===== src/rtl/alu_pkg.sv =====
// Shared ALU definitions: op codes used by the control decoder and the execute
// stage, plus the entry format held in the execute-stage result buffer.
package alu_pkg;

    localparam int unsigned ALU_WIDTH = 32;

    localparam logic [4:0] ALU_ADD   = 5'b00000;
    localparam logic [4:0] ALU_SUB   = 5'b00001;
    localparam logic [4:0] ALU_AND   = 5'b00010;
    localparam logic [4:0] ALU_OR    = 5'b00011;
    localparam logic [4:0] ALU_XOR   = 5'b00100;
    localparam logic [4:0] ALU_SLT   = 5'b00101;
    localparam logic [4:0] ALU_SLTU  = 5'b00110;
    localparam logic [4:0] ALU_AUIPC = 5'b01000;
    localparam logic [4:0] ALU_LUI   = 5'b01001;

    typedef struct packed {
        logic [ALU_WIDTH-1:0] result;
        logic                 zero;
        logic                 illegal;
    } alu_entry_t;

    // Idle/reset contents: a zero result with Zero set
    localparam alu_entry_t ALU_ENTRY_RESET = '{result: '0, zero: 1'b1, illegal: 1'b0};

endpackage


===== src/rtl/alu_core.sv =====
// Combinational ALU: decodes the 5-bit control code and produces result,
// Zero and Illegal. Undefined (or unknown) codes yield a zero result.
module alu_core
    import alu_pkg::*;
#(
    parameter int unsigned WIDTH = ALU_WIDTH
) (
    input  logic [4:0]       alu_control,
    input  logic [WIDTH-1:0] src_a,
    input  logic [WIDTH-1:0] src_b,
    output logic [WIDTH-1:0] result,
    output logic             zero,
    output logic             illegal
);

    // Op decode; X/Z codes match no item and fall to the illegal default
    always_comb begin
        result  = '0;
        illegal = 1'b0;
        case (alu_control)
            ALU_ADD,
            ALU_AUIPC: result = src_a + src_b;
            ALU_SUB:   result = src_a - src_b;
            ALU_AND:   result = src_a & src_b;
            ALU_OR:    result = src_a | src_b;
            ALU_XOR:   result = src_a ^ src_b;
            ALU_SLT:   result = {{(WIDTH-1){1'b0}}, ($signed(src_a) < $signed(src_b))};
            ALU_SLTU:  result = {{(WIDTH-1){1'b0}}, (src_a < src_b)};
            ALU_LUI:   result = src_b;
            default:   illegal = 1'b1;
        endcase
    end

    assign zero = (result == '0);

endmodule


===== src/rtl/alu_exec_stage.sv =====
// Registered ALU execute stage: the ALU result is captured into a 2-entry
// (main + skid) buffer behind a valid/ready handshake, so the stage sustains
// one result per cycle and absorbs a single-cycle stall without bubbles.
module alu_exec_stage
    import alu_pkg::*;
#(
    parameter int unsigned WIDTH = ALU_WIDTH
) (
    input  logic             clk,
    input  logic             reset,
    input  logic             in_valid,
    output logic             in_ready,
    input  logic [4:0]       ALUControl,
    input  logic [WIDTH-1:0] SrcA,
    input  logic [WIDTH-1:0] SrcB,
    output logic             out_valid,
    input  logic             out_ready,
    output logic [WIDTH-1:0] ALUResult,
    output logic             Zero,
    output logic             Illegal
);

    // Buffer entries use the shared package format, which fixes the width
    if (WIDTH != ALU_WIDTH) begin : g_width_check
        $error("alu_exec_stage: WIDTH must equal alu_pkg::ALU_WIDTH");
    end

    logic [WIDTH-1:0] core_result;
    logic             core_zero;
    logic             core_illegal;
    alu_entry_t       core_entry;

    alu_entry_t main_q;
    alu_entry_t skid_q;
    logic       main_valid_q;
    logic       skid_valid_q;

    logic accept;
    logic pop;

    alu_core #(
        .WIDTH (WIDTH)
    ) u_alu_core (
        .alu_control (ALUControl),
        .src_a       (SrcA),
        .src_b       (SrcB),
        .result      (core_result),
        .zero        (core_zero),
        .illegal     (core_illegal)
    );

    assign core_entry = '{result: core_result, zero: core_zero, illegal: core_illegal};

    // in_ready is purely registered: only a full skid slot blocks new input
    assign in_ready = ~skid_valid_q;
    assign accept   = in_valid & in_ready;
    assign pop      = main_valid_q & out_ready;

    // Main/skid buffer update; main always holds the oldest entry
    always_ff @(posedge clk or posedge reset) begin
        if (reset) begin
            main_valid_q <= 1'b0;
            skid_valid_q <= 1'b0;
            main_q       <= ALU_ENTRY_RESET;
            skid_q       <= ALU_ENTRY_RESET;
        end else if (pop) begin
            if (skid_valid_q) begin
                // Skid full means in_ready was low, so no accept can coincide
                main_q       <= skid_q;
                skid_valid_q <= 1'b0;
            end else if (accept) begin
                main_q <= core_entry;
            end else begin
                main_valid_q <= 1'b0;
            end
        end else if (accept) begin
            if (main_valid_q) begin
                skid_q       <= core_entry;
                skid_valid_q <= 1'b1;
            end else begin
                main_q       <= core_entry;
                main_valid_q <= 1'b1;
            end
        end
    end

    assign out_valid = main_valid_q;
    assign ALUResult = main_q.result;
    assign Zero      = main_q.zero;
    assign Illegal   = main_q.illegal;

endmodule


===== config.mk =====
export PLATFORM = sky130hd
export DESIGN_NAME = alu_exec_stage
export DESIGN_NICKNAME = d
export VERILOG_FILES = /design/src/rtl/alu_pkg.sv /design/src/rtl/alu_core.sv /design/src/rtl/alu_exec_stage.sv
export SDC_FILE = /design/constraint.sdc
export NUM_CORES = 1
export LEC_CHECK = 0
export BUFFER_PORTS_ARGS = -buffer_cell sky130_fd_sc_hd__buf_2
export CAP_MARGIN = 10
export CORE_UTILIZATION = 30
export DETAILED_ROUTE_END_ITERATION = 16
export SLEW_MARGIN = 20
export SYNTH_ARGS = -nofsm -noshare
export SYNTH_HDL_FRONTEND = slang
export SYNTH_HIERARCHICAL = 1
export SYNTH_SLANG_ARGS = --single-unit
export TNS_END_PERCENT = 30

===== constraint.sdc =====
create_clock -name clk -period 7.9 [get_ports clk]
set_clock_uncertainty 0.15 [all_clocks]
set_input_delay 1.975 -clock clk [delete_from_list [all_inputs] [get_ports clk]]
set_output_delay 1.975 -clock clk [all_outputs]
set_load 0.02 [all_outputs]

==> summary.md <==
| Metric | Value |
|---|---|
| CP Buf/Inv Count | `2` |
| Leakage | `4.39 nW` |
| Worst Max-Slew Pin Slew | `1080 ps` |
| Final slew viol count | `0` |
| CP Class | `primary input to register` |
| Mapped Avg Cell Area | `8.04 µm²` |
| Crit path launch type | `primary input` |
| Max Freq | `153 MHz` |
| Final HPWL DP | `22700 µm` |
| # resized after CTS | `0` |
| DR pass1 iterations | `6` |
| Final setup viols | `0` |
| Placed instance area | `0.00956 mm²` |
| Core Region | `0.0287 mm²` |
| P_int | `1.23 mW` |
| DRC violations left | `0` |
| Slowest-stage cell, CP | `a2111oi_0` |
| Area occupied by multi-input gates | `0.00633 mm²` |
| Share of cells above drive strength 1 | `20.5%` |
| Final instance area | `0.00992 mm²` |
| Most frequent cells in the layout | `buf_2, ha_1, inv_1` |
| Number of flops mapped to enable cells by yosys | `0` |
| Skew-Pair Late Insertion Delay | `340 ps` |
| Worst EP required | `8000 ps` |
| R2R depth | `3` |
| Status | `finished, final reports clean` |
| Synth Flop Type | `dfrtp_1` |
| XOR/XNOR Fraction of Synth Area | `0.200%` |
| Arrival @ worst endpoint | `6650 ps` |
| Wire per inst | `19.4 µm` |
| Main combinational cell family by area after synthesis | `compound AO/OA/AOI/OAI gates` |
| Avg Vias per Cell | `5.79` |
| Synth top area cells | `dfrtp_1, ha_1, mux2_2` |
| Most common cell after layout, fill and taps aside | `buf_2` |
| First-pass GRT wire length | `47300 µm` |
| Clock share of power | `20.4%` |
| Mux contribution to synthesized area | `4.61%` |
| Largest net degree at the start of global routing | `71` |
| GR Overflow Total | `0` |
| R2R Path End | `skid_q[13]$_DFFE_PP0P_` |
| Post-synth top area cell | `dfrtp_1` |
| Hold Buf Count CTS | `0` |
| Vias after detailed routing | `8962` |
| Fill cell count | `3076` |
| Max-slew headroom | `27.8%` |
| Cell family with the largest share of critical-path delay | `compound AO/OA/AOI/OAI gates` |
| Tmin final | `6540 ps` |
| Power consumption | `2.09 mW` |
| Synth Area in Compound Gates | `32.2%` |
| P_sw | `0.860 mW` |
| Max VDD drop | `113 µV` |
| CTS tree | `done` |
| Die X | `173 µm` |
| H-Tree Depth | `3` |
| Final-stage net count | `1331` |
| Hold Crit Class | `register to register` |
| Post-synth ARST share | `100%` |
| Worst path max stage delay | `870 ps` |
| Total GRT Usage | `19.6%` |
| Final wirelength | `30000 µm` |
| Syn Inst Count | `1089` |
| Mapped Nets | `1269` |
| Antenna violations before repair | `9` |
| Hold WS | `347 ps` |
| CTS root buffer | `clkbuf_16` |
| #FFs+latches synth | `70` |
| Seq pwr share | `31.1%` |
| Register area share after synthesis | `20.0%` |
| # port buffers | `108` |
| Area grow syn2layout | `13.2%` |
| Initial Utilization | `30.5%` |
| Num rows | `62` |
| Die area | `0.0299 mm²` |
| Maxcap violations | `0` |
| Pre-CTS WS | `1130 ps` |
| Post-synthesis adder-cell area fraction | `15.5%` |
| Crit share post-route | `82.8%` |
| Register-to-Register Setup Slack | `5280 ps` |
| Post-CTS setup buffer count | `0` |
| Hold Violations, Final | `0` |
| Top-area cell type share of the netlist area | `19.4%` |
| PwrDens | `211 mW/mm²` |
| Clk buf depth | `2` |
| Iter 0 DRT Violations | `952` |
| FF+latch area | `0.00175 mm²` |
| Routed Antenna Nets | `0` |
| I/O Pins | `109` |
| Worst Setup End Kind | `register` |
| Mapped Area | `0.00876 mm²` |
| Gate power share | `48.6%` |
| Switch share | `41.1%` |
| TritonCTS Buffers | `9` |
| GPL Wtd Cong | `0.935` |
| Die Span Y | `173 µm` |
| Setup TNS | `0 ps` |
| Area share of and/or/nand/nor cells after synthesis | `19.3%` |
| Levels on crit path | `16` |
| Worst Path Max Fanout | `5` |
| RSZ-0062 raised after global routing | `no` |
| CTS clk-pin slew, worst paths | `50 ps` |
| Total clock sinks | `70` |
| Reg2reg start | `out_valid$_DFFE_PP0P_` |
| Netlist cell types | `89` |
| Critical path endpoint | `Zero$_DFFE_PP1P_` |
| Post-route worst setup slack | `1360 ps` |
| CP cell instances | `buf_2 > ha_1 > inv_1 > fa_1 > nor2b_1 > o211ai_1 > a2111oi_0 > o31ai_1 > a31oi_1 > a31oi_1 > a2111oi_0 > nor2_1 > or4_1 > nor4_2 > o21ai_0 > a211oi_1` |
| Yosys warns | `6` |
| Setup crit start | `SrcA[0]` |
| Vias in the first global route | `8521` |
-- worst register-to-register path, cell delays in order (launching register included) --
cell	delay [ps]
dfrtp_1	620
nand2b_1	380
nor2_4	930
mux2_2	430
-- per-layer routing --
metal,track usage (%),routed length (µm),vias up
met3,3.45,2050,69
li1,-,-,4204
met1,25.9,13000,4312
met2,31.7,13900,373
met4,8.11,994,4
met5,0,22,-
-- state kept, by name (all words and copies together), names as in the netlist --
signal and cells:
ALUResult 32, out_valid 1, skid_q 34, skid_valid_q 1, Illegal 1, Zero 1
-- area by class of cell --
cell class	count	share of cell area (%)
multi-input combinational	850	63.9
sequential	70	17.7
timing repair buffer	121	6.43
tap	384	4.84
inverter	99	3.75
clock buffer	13	2.83
clock inverter	3	0.404
antenna	8	0.202
-- per-stage QoR --
step,util (%),instances
3_5_place_dp,33.3,1524
4_1_cts,34.4,1540
6_report,34.6,1548
5_1_grt,34.5,1545
2_1_floorplan,-,1089
3_3_place_gp,33.3,1524
-- cells by family after synthesis --
kind of cell / after synthesis
simple gates: 321
flops: 70
mux: 36
fa+ha+maj: 107
xor+xnor: 2
compound gates: 384
buf+inv: 169
-- cells in the mapped netlist, drive strengths merged (6+ instances only) --
cell type  instances
o41ai              6
nor2              90
nand2b            13
o211ai            13
clkbuf            53
nor3              34
nand3             23
nand3b             8
mux2              35
o21bai             8
and2               6
a31oi             10
a211o              8
buf               17
inv               99
a21o              18
a2111oi           11
dfrtp             68
nand2             47
nand4              6
nor4              15
o22ai             20
a221oi            14
or3               13
or2               31
a211oi            20
a22oi             11
o21a              10
a21oi             69
o31ai             13
nor2b             10
a221o              7
ha               105
or4                8
o221a             30
o21ai             63
-- worst min path at each step --
stage / slack [ps] / startpoint / end / cells past startpoint
floorplan: 310 / skid_q[0]$_DFFE_PP0P_ / skid_q[0]$_DFFE_PP0P_ / 1
global placement: 320 / skid_q[0]$_DFFE_PP0P_ / skid_q[0]$_DFFE_PP0P_ / 1
detailed placement: 340 / skid_q[30]$_DFFE_PP0P_ / skid_q[30]$_DFFE_PP0P_ / 1
CTS: 350 / skid_q[30]$_DFFE_PP0P_ / skid_q[30]$_DFFE_PP0P_ / 1
global route: 360 / skid_q[21]$_DFFE_PP0P_ / skid_q[21]$_DFFE_PP0P_ / 1
finish: 350 / skid_q[8]$_DFFE_PP0P_ / skid_q[8]$_DFFE_PP0P_ / 1
-- power by group through the flow --
stage          registers, mW  logic [mW]  clock network [mW]
2_1_floorplan          0.726       0.650                   0
3_3_place_gp           0.651       0.998                   0
3_5_place_dp           0.654        1.01                   0
4_1_cts                0.649        1.01               0.431
5_1_grt                0.672        1.11               0.445
6_report               0.649        1.02               0.425
Note: power is estimated with default switching activity, not from simulation.
